**src/rtl/alu_arbiter_pkg.sv**
```systemverilog
// Shared definitions for the two-requester ALU arbiter: data width,
// ALU op codes and FSM state encoding.
package alu_arbiter_pkg;

  localparam int unsigned DATA_W = 32;
  localparam int unsigned OP_W   = 3;

  localparam logic [OP_W-1:0] OP_ADD = 3'b000;
  localparam logic [OP_W-1:0] OP_SUB = 3'b001;
  localparam logic [OP_W-1:0] OP_AND = 3'b010;
  localparam logic [OP_W-1:0] OP_OR  = 3'b011;
  localparam logic [OP_W-1:0] OP_XOR = 3'b100;
  localparam logic [OP_W-1:0] OP_SLT = 3'b101;
  localparam logic [OP_W-1:0] OP_SLL = 3'b110;
  localparam logic [OP_W-1:0] OP_SRL = 3'b111;

  typedef enum logic [1:0] {
    ST_IDLE = 2'd0,
    ST_EXEC = 2'd1,
    ST_RESP = 2'd2
  } state_e;

endpackage

```
**src/rtl/alu_arbiter_alu.sv**
```systemverilog
// Purely combinational 32-bit ALU.
// Ports: a, b (operands), op (ALU control code) -> result_c, zero_c.
module alu_arbiter_alu
  import alu_arbiter_pkg::*;
(
  input  logic [DATA_W-1:0] a,
  input  logic [DATA_W-1:0] b,
  input  logic [OP_W-1:0]   op,
  output logic [DATA_W-1:0] result_c,
  output logic              zero_c
);

  always_comb begin
    result_c = '0;
    case (op)
      OP_ADD:  result_c = a + b;
      OP_SUB:  result_c = a - b;
      OP_AND:  result_c = a & b;
      OP_OR:   result_c = a | b;
      OP_XOR:  result_c = a ^ b;
      OP_SLT:  result_c = DATA_W'($signed(a) < $signed(b));
      OP_SLL:  result_c = a << b[4:0];
      OP_SRL:  result_c = a >> b[4:0];
      default: result_c = '0;
    endcase
    zero_c = (result_c == '0);
  end

endmodule

```
**src/rtl/alu_arbiter.sv**
```systemverilog
// Round-robin arbiter sharing one ALU between two requesters.
// Ports: clk, reset_n (async active-low); per requester N:
//   reqN_valid/ready/a/b/op (request), rspN_valid/ready/result/zero
//   (response); busy (not idle), grant_id (current owner while busy).
module alu_arbiter
  import alu_arbiter_pkg::*;
#(
  parameter logic INIT_PRIO = 1'b0
) (
  input  logic              clk,
  input  logic              reset_n,
  input  logic              req0_valid,
  output logic              req0_ready,
  input  logic [DATA_W-1:0] req0_a,
  input  logic [DATA_W-1:0] req0_b,
  input  logic [OP_W-1:0]   req0_op,
  output logic              rsp0_valid,
  input  logic              rsp0_ready,
  output logic [DATA_W-1:0] rsp0_result,
  output logic              rsp0_zero,
  input  logic              req1_valid,
  output logic              req1_ready,
  input  logic [DATA_W-1:0] req1_a,
  input  logic [DATA_W-1:0] req1_b,
  input  logic [OP_W-1:0]   req1_op,
  output logic              rsp1_valid,
  input  logic              rsp1_ready,
  output logic [DATA_W-1:0] rsp1_result,
  output logic              rsp1_zero,
  output logic              busy,
  output logic              grant_id
);

  state_e            state_q, state_d;
  logic              prio_q, prio_d;
  logic              grant_q, grant_d;
  logic [DATA_W-1:0] a_q, a_d, b_q, b_d;
  logic [OP_W-1:0]   op_q, op_d;
  logic [DATA_W-1:0] result_q, result_d;
  logic              zero_q, zero_d;
  logic              busy_q, busy_d;
  logic              rsp0_valid_q, rsp0_valid_d;
  logic              rsp1_valid_q, rsp1_valid_d;

  logic              grant_sel;
  logic              accept;
  logic [DATA_W-1:0] alu_result;
  logic              alu_zero;

  // ALU sees only the latched operands, never the request ports.
  alu_arbiter_alu u_alu (
    .a        (a_q),
    .b        (b_q),
    .op       (op_q),
    .result_c (alu_result),
    .zero_c   (alu_zero)
  );

  // Next-state, grant selection and ready generation.
  always_comb begin
    state_d  = state_q;
    prio_d   = prio_q;
    grant_d  = grant_q;
    a_d      = a_q;
    b_d      = b_q;
    op_d     = op_q;
    result_d = result_q;
    zero_d   = zero_q;

    // A lone requester wins outright; contention goes to the pointer.
    grant_sel = prio_q;
    if (req0_valid && !req1_valid) grant_sel = 1'b0;
    else if (req1_valid && !req0_valid) grant_sel = 1'b1;

    // reset_n gates ready so nothing is offered while reset is held.
    accept     = reset_n && (state_q == ST_IDLE) && (req0_valid || req1_valid);
    req0_ready = accept && req0_valid && !grant_sel;
    req1_ready = accept && req1_valid && grant_sel;

    case (state_q)
      ST_IDLE: begin
        if (accept) begin
          grant_d = grant_sel;
          prio_d  = ~grant_sel;
          a_d     = grant_sel ? req1_a  : req0_a;
          b_d     = grant_sel ? req1_b  : req0_b;
          op_d    = grant_sel ? req1_op : req0_op;
          state_d = ST_EXEC;
        end
      end
      ST_EXEC: begin
        result_d = alu_result;
        zero_d   = alu_zero;
        state_d  = ST_RESP;
      end
      ST_RESP: begin
        if (grant_q ? rsp1_ready : rsp0_ready) state_d = ST_IDLE;
      end
      default: state_d = ST_IDLE;
    endcase

    busy_d       = (state_d != ST_IDLE);
    rsp0_valid_d = (state_d == ST_RESP) && !grant_d;
    rsp1_valid_d = (state_d == ST_RESP) && grant_d;
  end

  always_ff @(posedge clk or negedge reset_n) begin
    if (!reset_n) begin
      state_q      <= ST_IDLE;
      prio_q       <= INIT_PRIO;
      grant_q      <= 1'b0;
      a_q          <= '0;
      b_q          <= '0;
      op_q         <= '0;
      result_q     <= '0;
      zero_q       <= 1'b0;
      busy_q       <= 1'b0;
      rsp0_valid_q <= 1'b0;
      rsp1_valid_q <= 1'b0;
    end else begin
      state_q      <= state_d;
      prio_q       <= prio_d;
      grant_q      <= grant_d;
      a_q          <= a_d;
      b_q          <= b_d;
      op_q         <= op_d;
      result_q     <= result_d;
      zero_q       <= zero_d;
      busy_q       <= busy_d;
      rsp0_valid_q <= rsp0_valid_d;
      rsp1_valid_q <= rsp1_valid_d;
    end
  end

  assign rsp0_valid  = rsp0_valid_q;
  assign rsp1_valid  = rsp1_valid_q;
  assign rsp0_result = result_q;
  assign rsp1_result = result_q;
  assign rsp0_zero   = zero_q;
  assign rsp1_zero   = zero_q;
  assign busy        = busy_q;
  assign grant_id    = grant_q;

endmodule
```
**config.mk**
```make
export PLATFORM = sky130hd
export DESIGN_NAME = alu_arbiter
export DESIGN_NICKNAME = d
export VERILOG_FILES = /design/src/rtl/alu_arbiter_pkg.sv /design/src/rtl/alu_arbiter_alu.sv /design/src/rtl/alu_arbiter.sv
export SDC_FILE = /design/constraint.sdc
export NUM_CORES = 1
export LEC_CHECK = 0
export ABC_CLOCK_PERIOD_IN_PS = 4950
export CAP_MARGIN = 20
export CORE_UTILIZATION = 35
export CTS_CLUSTER_SIZE = 14
export DETAILED_ROUTE_END_ITERATION = 7
export SLEW_MARGIN = 20
export SYNTH_ARGS = -nofsm -noshare
export SYNTH_HDL_FRONTEND = slang
export SYNTH_SLANG_ARGS = --single-unit
export TNS_END_PERCENT = 30
```
**constraint.sdc**
```tcl
create_clock -name clk -period 4.95 [get_ports clk]
set_input_delay 0.99 -clock clk [delete_from_list [all_inputs] [get_ports clk]]
set_output_delay 0.99 -clock clk [all_outputs]
set_load 0.1 [all_outputs]
```
==> results of run 1 <==
==> how the worst min path moves through the flow <==
stage                                 end  slack (ns)  cells after the start
after floorplan                    prio_q        0.51                      2
after global placement    rsp0_result[13]        0.48                      2
after detailed placement  rsp0_result[13]        0.48                      2
after CTS                 rsp0_result[13]        0.50                      2
after global routing       rsp0_result[0]        0.53                      2
final                     rsp0_result[13]        0.49                      2
==> cell usage in the layout (no fill, tap or decap), types with 56 or more instances in the layout <==
| cell | count |
|---|---|
| clkdlybuf4s50_1 | 208 |
| inv_1 | 168 |
| nand2_1 | 160 |
| buf_4 | 132 |
| nor2_1 | 115 |
| a21oi_1 | 108 |
| dfrtp_1 | 102 |
| ha_1 | 97 |
| o21ai_0 | 84 |
| a222oi_1 | 67 |
| mux2_2 | 56 |
==> per-layer routing <==
metal / vias to the layer above / wire (microns)
met2: 1002 / 31600
met5: - / 0
met1: 8109 / 30900
li1: 7142 / -
met4: 0 / 2950
met3: 179 / 6870
==> critical path: cells and delay by family, from the launching register on <==
kind | cells | cell delay, ns
buf+inv | 1 | 0.33
simple gates | 4 | 0.88
mux | 1 | 0.39
flops | 1 | 0.66
compound gates | 5 | 2.06
==> stage by stage <==
| step | util | cell area, sq um | cells | hold WS [ns] | setup WS (ns) |
|---|---|---|---|---|---|
| finish | 0.431 | 17700 | 2521 | 0.488 | 0.512 |
| global route | 0.431 | 17700 | 2519 | 0.527 | 0.194 |
| CTS | 0.431 | 17700 | 2519 | 0.498 | 0.538 |
| detailed placement | 0.424 | 17400 | 2503 | 0.481 | 0.559 |
| global placement | 0.424 | 17400 | 2503 | 0.476 | 0.440 |
| floorplan | - | 14600 | 1834 | 0.506 | 0.863 |
==> layout make-up <==
class                   instances  area (sq um)
clock buffers                  10           229
repair buffers                343          3130
fillers                      4207         23300
diodes                          2          5.00
clock inverters                 6          72.6
flip-flops and latches        107          2690
multi-input cells            1350         10300
inverters                     171           642
well taps                     532           666
==> state kept, by name, summed over array words and instances, names as in the netlist <==
name	flops
a_q	32
busy	1
grant_id	1
rsp0_valid	1
state_q	2
rsp1_valid	1
op_q	3
rsp0_result	32
prio_q	1
rsp0_zero	1
b_q	32
==> kinds of logic (layout without fill, tap and decap cells) <==
kind of cell               count (synthesis)  in the layout  synth area share
and+or+nand+nor                          491            491             0.162
xor gates and xnor gates                  19             19            0.0114
buffers and inverters                    377            530             0.118
DFF                                      107            107             0.183
other                                      0              2                 0
AOI/OAI and AO/OA                        587            587             0.291
muxes                                    154            154             0.148
adders and majority gates                 99             99            0.0856
==> metrics.txt, run 1 <==
Final nets 2221; failing checks DRC; depth of the worst register-to-register path 11; length of the first detailed-routing pass in iterations 8; detailed-placement wirelength estimate 56900 microns; Commonest cells post-synth inv_1, nand2_1, nor2_1; H-tree depth reported by CTS 3; relative slew slack 0.311; synth top area cells dfrtp_1, ha_1, mux4_2; data required time of the critical path about 5.3 ns; signal arrival time at the worst endpoint 4.75 ns; wire length after detailed routing just over 70000 microns; wire length per cell after detailed routing 28.7 microns; TNS Setup 0 ns; cells along the critical path buf_4, mux2_2, a221oi_1, a221oi_1, a221oi_1, o211a_1, nor4b_2, nand4_1, nor4_2, nand4_1, o31ai_2; Overall Global Routing Usage 0.338; minimum clock period after layout ~4.4 ns; Post-Syn Area per Cell 7.98 sq um; Slew @ Worst Pin 1.02 ns; count of vias placed by the detailed router 16400; number of sinks on the clock net 107; Post-synth EDFFs 0; number of pins with negative max-slew slack in the final report 0; number of max-cap violations 0; grt met1 use 0.469; Yosys Warn Count 0; vias in the first global route about 15000; Final Hold Vio Count 0; Mapped Area 14600 sq um; critical path class reg2reg; FF-to-FF End rsp0_zero; number of buffers created by CTS 9; die boundary width approximately 210 microns; number of flip-flops and latches in the synthesized netlist around 110; overall overflow remaining after global route 0; die boundary height 207 microns; layer with the highest usage after global routing met2; final count of negative-setup-slack endpoints 0; count of unresolved DRC violations after routing 35; Post-CTS Setup Bufs 0; hold_buf cts 0; Hold/Removal Path Class reg2reg; count of boundary I/O pins 212; Synth-to-Final Area Change 20.8%; clock root buffer clkbuf_16; first-pass GRT wire length between 100000 and 150000 microns; CP Capture Type register; biggest cell delay along the critical path 0.69 ns; setup slack on the worst flop-to-flop path 0.51 ns; met2 track demand over resource in global routing 0.507; type of element launching the critical path register; CTS tree done; most repeated cell in the gate-level netlist after synthesis inv_1; overall die area 42700 sq um; number of distinct library cell variants in the gate-level netlist after synthesis 101; Syn Inst Count 1834; final weighted congestion in routability-driven placement around 1.1; Synth area leader dfrtp_1; portion of the post-synthesis area used by sequential elements 0.183; Clock transition at path regs 0.08 ns; total of cells resized after clock tree synthesis 0; end of the critical path rsp0_zero; Starting DRT DRC Count between 2000 and 3000; met3 usage in global routing 0.0670; worst-path cell with the longest stage delay a221oi_1; Mapped Nets 2073; outcome finished with violations; count of buffers inserted at the top-level ports 211; insertion delay of the later-clocked pin in the worst-skew pair 0.41 ns; number of nets still failing antenna checks after routing 0; Async SR Flop Fraction 1.00; maximum clock rate 225 MHz; origin of the worst min-delay path rsp0_result[13]; final clock period utilization by the worst path 0.896; critical path launch point b_q[0]; Vias per Instance 6.52; Clock Path Buffers 2; clk_skew 0.0156 ns; standard-cell row count 74; initial antenna violation count 4; main flop type after synthesis dfrtp_1; share of the synthesized area in the top cell type 0.183; most common cell type on the critical path a221oi_1; Initial Util 0.357; largest net degree at the start of global routing 69; reg2reg start b_q[0]; setup repair after global routing missed its margin no; fraction of final layout cells sized beyond drive strength 1 0.144; area inside the core boundary 41000 sq um; CP max FO 22
Power of run 1 is not shown: default switching activity piles up to over one toggle a cycle in this logic, so the estimate is an artifact.
==> inputs of run 2 (changes only) <==
- CORE_UTILIZATION: 35 -> 57
- PLACE_DENSITY: unset -> 0.83
==> metrics.txt, run 2 (synthesis gave the netlist of run 1 again) <==
cells along the critical path buf_4, mux2i_1, o22ai_1, o21ai_0, o2111ai_1, o31ai_1, nand4_1, nor4b_2, nand4_1, nor4_2, nand4_1, o31ai_2 (was buf_4, mux2_2, a221oi_1, a221oi_1, a221oi_1, o211a_1, nor4b_2, nand4_1, nor4_2, nand4_1, o31ai_2); top library cells by usage in the layout, fill and taps aside clkdlybuf4s50_1, inv_1, nand2_1, nor2_1, a21oi_1 (was clkdlybuf4s50_1, inv_1, nand2_1, buf_4, nor2_1); most common cell after layout, fill and taps aside clkdlybuf4s50_1 (unchanged); wire length per cell after detailed routing 28.0 microns (was 28.7 microns); uppermost metal layer occupied by signal nets met5 (was met4); CP max FO 38 (was 22); signal arrival time at the worst endpoint 5.04 ns (was 4.75 ns); count of buffers inserted at the top-level ports 211 (unchanged); first-pass GRT wire length 95000 microns (was 105000 microns); worst-path cell with the longest stage delay mux2i_1 (was a221oi_1); standard-cell row count 58 (was 74); initial antenna violation count 3 (was 4); maximum clock rate 210 MHz (was 225 MHz); number of sinks on the clock net 107 (unchanged); Clock Path Buffers 2 (unchanged); type of element launching the critical path register (unchanged); CTS tree done (unchanged); wire length on met3 9760 microns (was 6870 microns); Buf/Inv on CP 1 (unchanged); biggest cell delay along the critical path 0.70 ns (was 0.69 ns); number of max-cap violations 0 (unchanged); fraction of final layout cells sized beyond drive strength 1 0.123 (was 0.144); TNS Setup 0 ns (unchanged); fillcell total 2156 (was 4207); die boundary width 162 microns (was 207 microns); Starting DRT DRC Count 2934 (was 2583); outcome finished clean (was finished with violations); count of vias placed by the detailed router 16700 (was 16400); Initial Util 0.581 (was 0.357); length of the first detailed-routing pass in iterations 7 (was 8); CP Capture Type register (unchanged); area inside the core boundary 25200 sq um (was 41000 sq um); hold_buf cts 0 (unchanged); Final Hold Vio Count 0 (unchanged); Synth-to-Final Area Change 16.5% (was 20.8%); largest net degree at the start of global routing 91 (was 69); Final nets 2174 (was 2221); Slew @ Worst Pin 1.09 ns (was 1.02 ns); Vias per Instance 7.33 (was 6.52); hold slack final 0.502 ns (was 0.488 ns); detailed-placement wirelength estimate 47600 microns (was 56900 microns); data required time of the critical path 5.23 ns (was 5.27 ns); clk_skew 0.0141 ns (was 0.0156 ns); Overall Global Routing Usage 0.481 (was 0.338); wire length after detailed routing 63600 microns (was 72300 microns); count of unresolved DRC violations after routing 0 (was 35); total met2 wirelength after detailed routing 25900 microns (was 31600 microns); relative slew slack 0.273 (was 0.311); vias in the first global route 15500 (about the same); Hold/Removal Path Class reg2reg (unchanged); die boundary height 162 microns (was 207 microns); Metal-1 WL 23900 microns (was 30900 microns); count of boundary I/O pins 212 (unchanged); overall overflow remaining after global route 0 (unchanged); Post-CTS Setup Bufs 0 (unchanged); cell family with most CP delay compound AO/OA/AOI/OAI gates (unchanged); most common cell type on the critical path nand4_1 (was a221oi_1); insertion delay of the later-clocked pin in the worst-skew pair 0.38 ns (was 0.41 ns); final weighted congestion in routability-driven placement 1.14 (was 1.06); final count of negative-setup-slack endpoints 0 (unchanged); total of cells resized after clock tree synthesis 0 (unchanged); clock root buffer clkbuf_16 (unchanged); final clock period utilization by the worst path 0.961 (was 0.896); H-tree depth reported by CTS 3 (unchanged); Clock transition at path regs 0.08 ns (about the same); number of pins with negative max-slew slack in the final report 0 (unchanged); number of nets still failing antenna checks after routing 0 (unchanged); overall die area 26300 sq um (was 42700 sq um); number of buffers created by CTS 9 (unchanged); minimum clock period after layout 4.76 ns (was 4.44 ns); setup repair after global routing missed its margin no (unchanged); critical path class reg2reg (unchanged)
## run 2: routing by layer
metal | vias up | GRT usage
met1 | 7853 | 0.643
met2 | 1461 | 0.691
li1 | 7041 | -
met4 | 4 | 0.243
met5 | - | 0
met3 | 298 | 0.155
## run 2: final timing paths
path                           startpoint              to  slack, ns  depth (start not counted)
max                                b_q[0]       rsp0_zero       0.19                         12
min                        rsp0_result[0]  rsp0_result[0]       0.50                          2
max reg2reg                        b_q[0]       rsp0_zero       0.19                         12
min reg2reg                rsp0_result[0]  rsp0_result[0]       0.50                          2
max in group asynchronous         reset_n          b_q[0]       3.11                          3
min in group asynchronous         reset_n  rsp0_result[3]       0.73                          2
## run 2: metrics by stage
| step | worst slack, ns | std cells | utilization | area (sq um) |
|---|---|---|---|---|
| 3_5_place_dp | 0.508 | 2254 | 0.667 | 16800 |
| 4_1_cts | 0.456 | 2270 | 0.678 | 17100 |
| 3_3_place_gp | 0.479 | 2254 | 0.667 | 16800 |
| 6_report | 0.192 | 2271 | 0.678 | 17100 |
| 5_1_grt | 0.0787 | 2271 | 0.678 | 17100 |
| 2_1_floorplan | 0.863 | 1834 | - | 14600 |
## run 2: tightest hold or removal path, stage by stage (launching register included)
cell     delay (ns)
dfrtp_1        0.37
nand2_1        0.05
nand2_1        0.05
## run 2: cell type report
class | instances | area [sq um] | area share
Inverter | 171 | 642 | 0.0376
Clock buffer | 10 | 229 | 0.0134
Timing Repair Buffer | 296 | 2790 | 0.164
Clock inverter | 6 | 45.0 | 0.00264
Tap cell | 330 | 413 | 0.0242
Antenna cell | 1 | 2.50 | 0.000147
Multi-Input combinational cell | 1350 | 10300 | 0.601
Sequential cell | 107 | 2690 | 0.157
Power of run 2 is left out for the same reason.
